$ cat config.mk
export PLATFORM = sky130hd
export DESIGN_NAME = wrf_udp_tx
export DESIGN_NICKNAME = d
export VERILOG_FILES = /design/src/rtl/wrf_udp_tx.sv
export SDC_FILE = /design/constraint.sdc
export NUM_CORES = 1
export LEC_CHECK = 0
export CORE_MARGIN = 1.5
export CORE_UTILIZATION = 50
export CTS_CLUSTER_DIAMETER = 40
export CTS_CLUSTER_SIZE = 16
export DETAILED_ROUTE_END_ITERATION = 7
export DONT_BUFFER_PORTS = 1
export PLACE_DENSITY_LB_ADDON = 0.2
export SLEW_MARGIN = 20
export SYNTH_ARGS = -nofsm -noshare
export SYNTH_HDL_FRONTEND = slang
export SYNTH_SLANG_ARGS = --single-unit
$ cat constraint.sdc
create_clock -name wr_sys_clk -period 18.65 [get_ports wr_sys_clk]
set_input_delay 2.7975 -clock wr_sys_clk [delete_from_list [all_inputs] [get_ports wr_sys_clk]]
set_output_delay 2.7975 -clock wr_sys_clk [all_outputs]
set_load 0.1 [all_outputs]
$ cat src/rtl/wrf_udp_tx.sv
// UDP/IPv4 frame transmitter feeding the White Rabbit fabric sink.
// Builds the WR status word, Ethernet, IPv4 and UDP headers (with IPv4
// header checksum) and streams the payload over a pipelined Wishbone master.
module wrf_udp_tx #(
  parameter int unsigned PAYLOAD_WORDS = 104,
  parameter logic [15:0] STATUS_WORD   = 16'h0200,
  parameter logic [7:0]  TTL           = 8'd63
) (
  input  logic        wr_sys_clk,
  input  logic        wr_sys_rst,
  input  logic        start,
  input  logic [47:0] dst_mac,
  input  logic [31:0] src_ip,
  input  logic [31:0] dst_ip,
  input  logic [15:0] src_port,
  input  logic [15:0] dst_port,
  input  logic [15:0] pl_data,
  input  logic        pl_valid,
  output logic        pl_ready,
  output logic [1:0]  wrf_snk_adr,
  output logic [15:0] wrf_snk_dat,
  output logic        wrf_snk_cyc,
  output logic        wrf_snk_stb,
  output logic        wrf_snk_we,
  output logic [1:0]  wrf_snk_sel,
  input  logic        wrf_snk_ack,
  input  logic        wrf_snk_stall,
  input  logic        wrf_snk_err,
  output logic        busy,
  output logic        frame_done,
  output logic        frame_err
);

  typedef enum logic [2:0] {
    IDLE,
    CSUM,
    HDR,
    PAYLOAD,
    WAIT_ACK
  } state_t;

  localparam logic [15:0] IP_LEN  = 16'(28 + 2 * PAYLOAD_WORDS);
  localparam logic [15:0] UDP_LEN = 16'(8 + 2 * PAYLOAD_WORDS);
  localparam logic [10:0] PL_LAST = 11'(PAYLOAD_WORDS);

  state_t      r_state, w_state_n;
  logic [47:0] r_mac, w_mac_n;
  logic [31:0] r_sip, w_sip_n;
  logic [31:0] r_dip, w_dip_n;
  logic [15:0] r_sport, w_sport_n;
  logic [15:0] r_dport, w_dport_n;
  logic [19:0] r_sum, w_sum_n;
  logic [4:0]  r_cnt, w_cnt_n;
  logic [10:0] r_pl_cnt, w_pl_cnt_n;
  logic [10:0] r_out, w_out_n;
  logic        r_stb, w_stb_n;
  logic        r_cyc, w_cyc_n;
  logic [1:0]  r_adr, w_adr_n;
  logic [15:0] r_dat, w_dat_n;
  logic        r_done, w_done_n;
  logic        r_err, w_err_n;

  logic        w_accept;
  logic        w_ack;
  logic        w_free;
  logic        w_abort;
  logic [4:0]  w_hsel;
  logic [15:0] w_hdr_word;

  assign w_accept = r_stb && !wrf_snk_stall;
  assign w_ack    = r_cyc && wrf_snk_ack;
  assign w_free   = !r_stb || w_accept;
  assign w_abort  = r_cyc && wrf_snk_err;

  // The IPv4 header words are words 8..17 of the frame header, so the checksum
  // pass reads the same table offset by 8, with the checksum slot forced to 0.
  assign w_hsel = (r_state == CSUM) ? (r_cnt + 5'd8) : r_cnt;

  // Header word table indexed by position in the outgoing header
  always_comb begin
    w_hdr_word = '0;
    case (w_hsel)
      5'd0:  w_hdr_word = STATUS_WORD;
      5'd1:  w_hdr_word = r_mac[47:32];
      5'd2:  w_hdr_word = r_mac[31:16];
      5'd3:  w_hdr_word = r_mac[15:0];
      5'd7:  w_hdr_word = 16'h0800;
      5'd8:  w_hdr_word = 16'h4500;
      5'd9:  w_hdr_word = IP_LEN;
      5'd12: w_hdr_word = {TTL, 8'h11};
      5'd13: w_hdr_word = (r_state == CSUM) ? 16'h0000 : ~r_sum[15:0];
      5'd14: w_hdr_word = r_sip[31:16];
      5'd15: w_hdr_word = r_sip[15:0];
      5'd16: w_hdr_word = r_dip[31:16];
      5'd17: w_hdr_word = r_dip[15:0];
      5'd18: w_hdr_word = r_sport;
      5'd19: w_hdr_word = r_dport;
      5'd20: w_hdr_word = UDP_LEN;
      default: w_hdr_word = '0;
    endcase
  end

  // Next-state and next-value logic for the FSM and the bus output register
  always_comb begin
    w_state_n  = r_state;
    w_mac_n    = r_mac;
    w_sip_n    = r_sip;
    w_dip_n    = r_dip;
    w_sport_n  = r_sport;
    w_dport_n  = r_dport;
    w_sum_n    = r_sum;
    w_cnt_n    = r_cnt;
    w_pl_cnt_n = r_pl_cnt;
    w_out_n    = r_out + {10'd0, w_accept} - {10'd0, w_ack};
    w_stb_n    = r_stb;
    w_cyc_n    = r_cyc;
    w_adr_n    = r_adr;
    w_dat_n    = r_dat;
    w_done_n   = 1'b0;
    w_err_n    = 1'b0;

    case (r_state)
      IDLE: begin
        if (start) begin
          w_mac_n   = dst_mac;
          w_sip_n   = src_ip;
          w_dip_n   = dst_ip;
          w_sport_n = src_port;
          w_dport_n = dst_port;
          w_sum_n   = '0;
          w_cnt_n   = '0;
          w_state_n = CSUM;
        end
      end
      CSUM: begin
        if (r_cnt < 5'd10) begin
          w_sum_n = r_sum + {4'h0, w_hdr_word};
        end else begin
          w_sum_n = {4'h0, r_sum[15:0]} + {16'h0000, r_sum[19:16]};
        end
        if (r_cnt == 5'd11) begin
          w_cnt_n   = '0;
          w_state_n = HDR;
        end else begin
          w_cnt_n = r_cnt + 5'd1;
        end
      end
      HDR: begin
        if (w_free) begin
          w_stb_n = 1'b1;
          w_cyc_n = 1'b1;
          w_dat_n = w_hdr_word;
          w_adr_n = (r_cnt == 5'd0) ? 2'b10 : 2'b00;
          w_cnt_n = r_cnt + 5'd1;
          if (r_cnt == 5'd21) begin
            w_pl_cnt_n = '0;
            w_state_n  = PAYLOAD;
          end
        end
      end
      PAYLOAD: begin
        if (w_free) begin
          if (r_pl_cnt < PL_LAST) begin
            if (pl_valid) begin
              w_stb_n    = 1'b1;
              w_dat_n    = pl_data;
              w_adr_n    = 2'b00;
              w_pl_cnt_n = r_pl_cnt + 11'd1;
            end else begin
              w_stb_n = 1'b0;
            end
          end else begin
            w_stb_n   = 1'b0;
            w_state_n = WAIT_ACK;
          end
        end
      end
      WAIT_ACK: begin
        if (w_out_n == '0) begin
          w_cyc_n   = 1'b0;
          w_adr_n   = '0;
          w_dat_n   = '0;
          w_done_n  = 1'b1;
          w_state_n = IDLE;
        end
      end
      default: w_state_n = IDLE;
    endcase

    if (w_abort) begin
      w_stb_n   = 1'b0;
      w_cyc_n   = 1'b0;
      w_adr_n   = '0;
      w_dat_n   = '0;
      w_out_n   = '0;
      w_done_n  = 1'b0;
      w_err_n   = 1'b1;
      w_state_n = IDLE;
    end
  end

  // State and datapath registers
  always_ff @(posedge wr_sys_clk or posedge wr_sys_rst) begin
    if (wr_sys_rst) begin
      r_state  <= IDLE;
      r_mac    <= '0;
      r_sip    <= '0;
      r_dip    <= '0;
      r_sport  <= '0;
      r_dport  <= '0;
      r_sum    <= '0;
      r_cnt    <= '0;
      r_pl_cnt <= '0;
      r_out    <= '0;
      r_stb    <= 1'b0;
      r_cyc    <= 1'b0;
      r_adr    <= '0;
      r_dat    <= '0;
      r_done   <= 1'b0;
      r_err    <= 1'b0;
    end else begin
      r_state  <= w_state_n;
      r_mac    <= w_mac_n;
      r_sip    <= w_sip_n;
      r_dip    <= w_dip_n;
      r_sport  <= w_sport_n;
      r_dport  <= w_dport_n;
      r_sum    <= w_sum_n;
      r_cnt    <= w_cnt_n;
      r_pl_cnt <= w_pl_cnt_n;
      r_out    <= w_out_n;
      r_stb    <= w_stb_n;
      r_cyc    <= w_cyc_n;
      r_adr    <= w_adr_n;
      r_dat    <= w_dat_n;
      r_done   <= w_done_n;
      r_err    <= w_err_n;
    end
  end

  assign pl_ready    = (r_state == PAYLOAD) && (r_pl_cnt < PL_LAST) && w_free && !w_abort;
  assign wrf_snk_adr = r_adr;
  assign wrf_snk_dat = r_dat;
  assign wrf_snk_cyc = r_cyc;
  assign wrf_snk_stb = r_stb;
  assign wrf_snk_we  = 1'b1;
  assign wrf_snk_sel = r_stb ? 2'b11 : 2'b00;
  assign busy        = (r_state != IDLE);
  assign frame_done  = r_done;
  assign frame_err   = r_err;

endmodule

# Word level (Yosys, flattened, before mapping)
# Cells that the tools add are included.
word_totals:
  register_bits: 216
  wordCells: 146
classes:
  n_addsub: 7
  magnitude_cmp: 2
  n_eq_ne: 36
  mux: 55
  bitwise: 1
  n_reduce_logical: 29
ops:
  columns: ["cell", "n"]
  rows:
  - ["case mux 16 bit (16 select lines)", 1]
  - ["two-way mux 16 bit", 7]
  - ["two-way mux 11 bit", 6]
  - ["case mux 16 bit (3 select lines)", 1]
  - ["two-way mux 20 bit", 2]
  - ["case mux 20 bit (2 select lines)", 1]
  - ["equality test 5 x 4 -> 1 bit (second input constant)", 7]
  - ["equality test 5 bit (second input constant)", 6]
  - ["two-way mux 3 bit", 8]
  - ["!= test 3 bit (second input constant)", 8]
  - ["case mux 11 bit (2 select lines)", 1]
  - ["adder 20 x 16 -> 20 bit", 1]
  - ["two-way mux 5 bit", 4]
  - ["adder 16 x 4 -> 17 bit", 1]
  - ["two-way mux 2 bit", 8]
  - ["inverter 16 bit", 1]
  - ["case mux 3 bit (5 select lines)", 1]
  - ["case mux 5 bit (3 select lines)", 1]
  - ["!= test 2 bit (second input constant)", 6]
  - ["AND reduction 6 bit", 2]
  - ["nonzero test 3 bit", 4]
  - ["adder 11 x 1 -> 11 bit", 1]
  - ["adder 11 x 1 -> 11 bit (second input constant)", 1]
  - ["zero test 11 bit", 1]
  - ["25 further kinds", 50]

# Logic depth before layout (Yosys ltp)
logic_depth:
  ltp_word: 8
  depth_mapped: 23

# Worst setup path after synthesis
# OpenSTA, ideal clock, no wires.
synth_path:
  path_type: "in2out"
  startpoint: "input wrf_snk_err"
  endpoint: "output pl_ready"
  t_arrival_ns: 4.988
  required_ns: 15.852
  setup_slack_ns: 10.864
  path_stages: 5
  path_buffers: 0
  cell_sequence: "nand2_1 > inv_1 > nor2_1 > nand2_1 > a21oi_1"
synth_via:
  elab_chain_len: 3
synth_rtl:
  columns: ["item", "line_no", "rtl"]
  rows:
  - ["start: declaration", "28", "input logic wrf_snk_err,"]
  - ["logical AND 1 bit", "73", "assign w_abort = r_cyc && wrf_snk_err;"]
  - ["zero test 1 bit", "241", "assign pl_ready = (r_state == PAYLOAD) && (r_pl_cnt < PL_LAST) && w_free && !w_abort;"]
  - ["logical AND 1 bit", "241", null]
  - ["end: declaration", "19", "output logic pl_ready,"]
# Every way passes these cells.

# Worst setup path after layout
# Same ends and word-level chain as after synthesis.

==> results.md <==
* number of DRC markers after the initial detailed-route iteration: 717
* die outline area: 24,700 um^2
* Post-Synthesis Cells: 1,122
* total standard cell area after synthesis: 11,900 um^2
* total placed cells including tap cells: 1,390
* Slew Limit Fails: 0
* most common library cell in the layout ignoring fill and taps: dfrtp_1
* later-pin clock latency in the skew report: 0.52 ns
* number of synthesized flops with an enable pin: 0
* PnR Total Power: 2.70 mW
* Avg Synthesized Cell Area: 10.6 um^2
* total power density per cell area: 200 nW/um^2
* clock skew after layout: 0.0271 ns
* Syn Nets: 1,325
* I/O pins: 194
* end point of the critical path: pl_ready
* setup slack, reg-to-reg: 12.58 ns
* number of buffers added for setup after CTS: 0
* input/output buffers: 0
* starting utilization of the core area: 50.7%
* post-route fraction of the period consumed by the critical path: 41.4%
* top cells by area in the synthesized netlist: dfrtp_1 (45%), mux2_2 (15%), ha_1 (3.5%)
* Fin Setup TNS: 0 ns
* top cell type's share of synthesized area: 45.3%
* maximum number of pins on one net before global-route repair: 142
* CTS tree: yes
* grt ovf: 0
* count of max-cap constraint violations: 0
* f_max: 129 MHz
* RSZ-0062 raised after global routing: no
* Finished Layout Cells: 1,463
* DRC violations left: 0
* row cnt: 56
* static leakage: 5.87 nW
* library cell occupying the most area in the post-synthesis netlist: dfrtp_1
* share of synthesized flip-flops with an asynchronous set or reset: 100%
* initial antenna violation count: 16
* terminus of the critical flop-to-flop path: r_sum[18]
* startpoint-to-endpoint class of the critical path: in2out
* ys flop type: dfrtp_1
* outcome: finished, final reports clean
* kind of end point of the critical path: output port
* post-detailed-routing wire length: 31,100 um
* depth of the CTS H-tree: 2
* clock slew seen by the registers of the worst setup and hold paths: 0.05 ns
* worst setup path startpoint: wrf_snk_err
* average detailed-routed wire length per instance: 21.2 um
* count of clock tree sinks: 215
* Critical Path RT: 15.85 ns
* Layout Area Growth over Synthesis: 13.4%
* Routed Antenna Nets: 0
* category of the worst setup path launch point: input pin
* total via count after detailed routing: 8,900
* Worst R2R Start: r_cnt[4]
* total iterations of the first detailed-routing run: 5
* worst path arrival time: 4.92 ns
* peak ir drop on the vdd network: 0.146 mV
* total CTS buffers: 37
* placeable core region: 23,400 um^2
* Nets: 1,315
* filler instances: 2,043
* min cycle time layout: 7.72 ns
* relative max-transition margin: 25.6%
* CTS Hold Buffers Added: 0
* die boundary height: 157 um
* Unique masters post-synth: 85
* Via density: 6.08
* number of failing setup endpoints in the final timing report: 0
* count of cells resized by post-cts repair: 0
* routability cong.: 0.858
* Min-Delay Path Class: reg2reg
* first-pass GRT wire length: 48,700 um
* number of global-route vias before repair: 8,613
* Die X: 157 um
* synth warn: 0
* transition time at the pin with the least slew margin: 1.12 ns
* half-perimeter wire length after placement: 21,800 um
* FF+latch count, synth: 215
* fraction of layout cells with a size suffix above 1: 23.0%
* worst-path fanout max: 18
* final hold vios: 0
* post-synthesis sequential area ratio: 45.3%
* top library cells by usage in the layout, fill and taps aside: dfrtp_1 (214), mux2_2 (154), nor2_1 (75)
* Clock Tree Root: clkbuf_16
* buffer levels on the longest clock path: 3
* Worst Reg2Reg Path Length in Cells: 20
* GR Util All Layers: 25.7%
## area by class of cell
class / instances / area (um^2) / area share [%]
clock inverters: 18 / 268 / 1.99
flip-flops and latches: 215 / 5380 / 40.0
repair buffers: 18 / 168 / 1.25
inverters: 49 / 191 / 1.42
clock buffers: 46 / 1000 / 7.43
diodes: 7 / 17.5 / 0.130
multi-input cells: 791 / 6030 / 44.8
well taps: 319 / 399 / 2.97
## sequential cells by signal, summed over array words and instances (netlist names)
| signal | flops |
|---|---|
| frame_done | 1 |
| frame_err | 1 |
| r_cnt | 5 |
| r_dip | 32 |
| r_dport | 16 |
| r_mac | 48 |
| r_out | 11 |
| r_pl_cnt | 11 |
| r_sip | 32 |
| r_sport | 16 |
| r_state | 3 |
| r_sum | 20 |
| wrf_snk_adr | 1 |
| wrf_snk_cyc | 1 |
| wrf_snk_dat | 16 |
| wrf_snk_stb | 1 |
## worst min-delay path by stage
stage                 start      endpoint  cells past startpoint  slack [ns]
5_1_grt         r_sport[11]   r_sport[11]                      1        0.52
3_5_place_dp      r_mac[12]     r_mac[12]                      1        0.50
3_3_place_gp   r_pl_cnt[10]  r_pl_cnt[10]                      2        0.49
6_report          r_mac[20]     r_mac[20]                      1        0.50
4_1_cts           r_mac[20]     r_mac[20]                      1        0.51
2_1_floorplan  r_pl_cnt[10]  r_pl_cnt[10]                      2        0.46
## power by group
group | switching (mW) | total [mW] | internal [mW]
clock network | 0.235 | 0.687 | 0.452
logic | 0.580 | 1.05 | 0.473
registers | 0.277 | 0.957 | 0.680
total | 1.09 | 2.70 | 1.61
## synthesized netlist by cell type, types with 12 or more instances
master,number
a21oi_1,43
a221oi_1,12
a22oi_1,38
and2_1,16
and3_1,19
clkbuf_1,52
dfrtp_1,215
ha_1,33
inv_1,47
mux2_2,154
nand2_1,70
nand3_1,20
nand4_1,13
nor2_1,76
nor3_1,13
o21ai_0,55
xnor2_1,18
xor2_1,16
## layer usage
layer / track usage (%) / vias up / part of all wire, %
li1: - / 4119 / -
met1: 35.3 / 4393 / 45
met2: 38.8 / 314 / 44
met3: 8.56 / 60 / 9.0
met4: 7.05 / 14 / 1.8
met5: 0.414 / - / 0.26
## critical path, stage by stage
cell and delay [ns]:
nand2_1 0.38, inv_1 0.36, nor2_1 0.59, nand2_1 0.21, a21oi_4 0.59
## metrics by stage
step	cell area (um^2)	hold slack, ns	util, %	setup WS [ns]
detailed placement	12100	0.497	51.8	10.64
finish	13500	0.504	57.5	10.93
floorplan	11900	0.464	-	9.97
global route	13400	0.516	57.5	10.66
global placement	12100	0.489	51.8	10.74
CTS	13400	0.508	57.2	10.62
## kinds of logic after synthesis
| group | synth area share, % |
|---|---|
| buffers and inverters | 4.04 |
| adders and majority gates | 4.07 |
| muxes | 15.7 |
| other | 0.0633 |
| AOI/OAI and AO/OA | 16.1 |
| and+or+nand+nor | 12.0 |
| DFF | 45.3 |
| xor gates and xnor gates | 2.65 |
(Power assumes the default switching activity.)
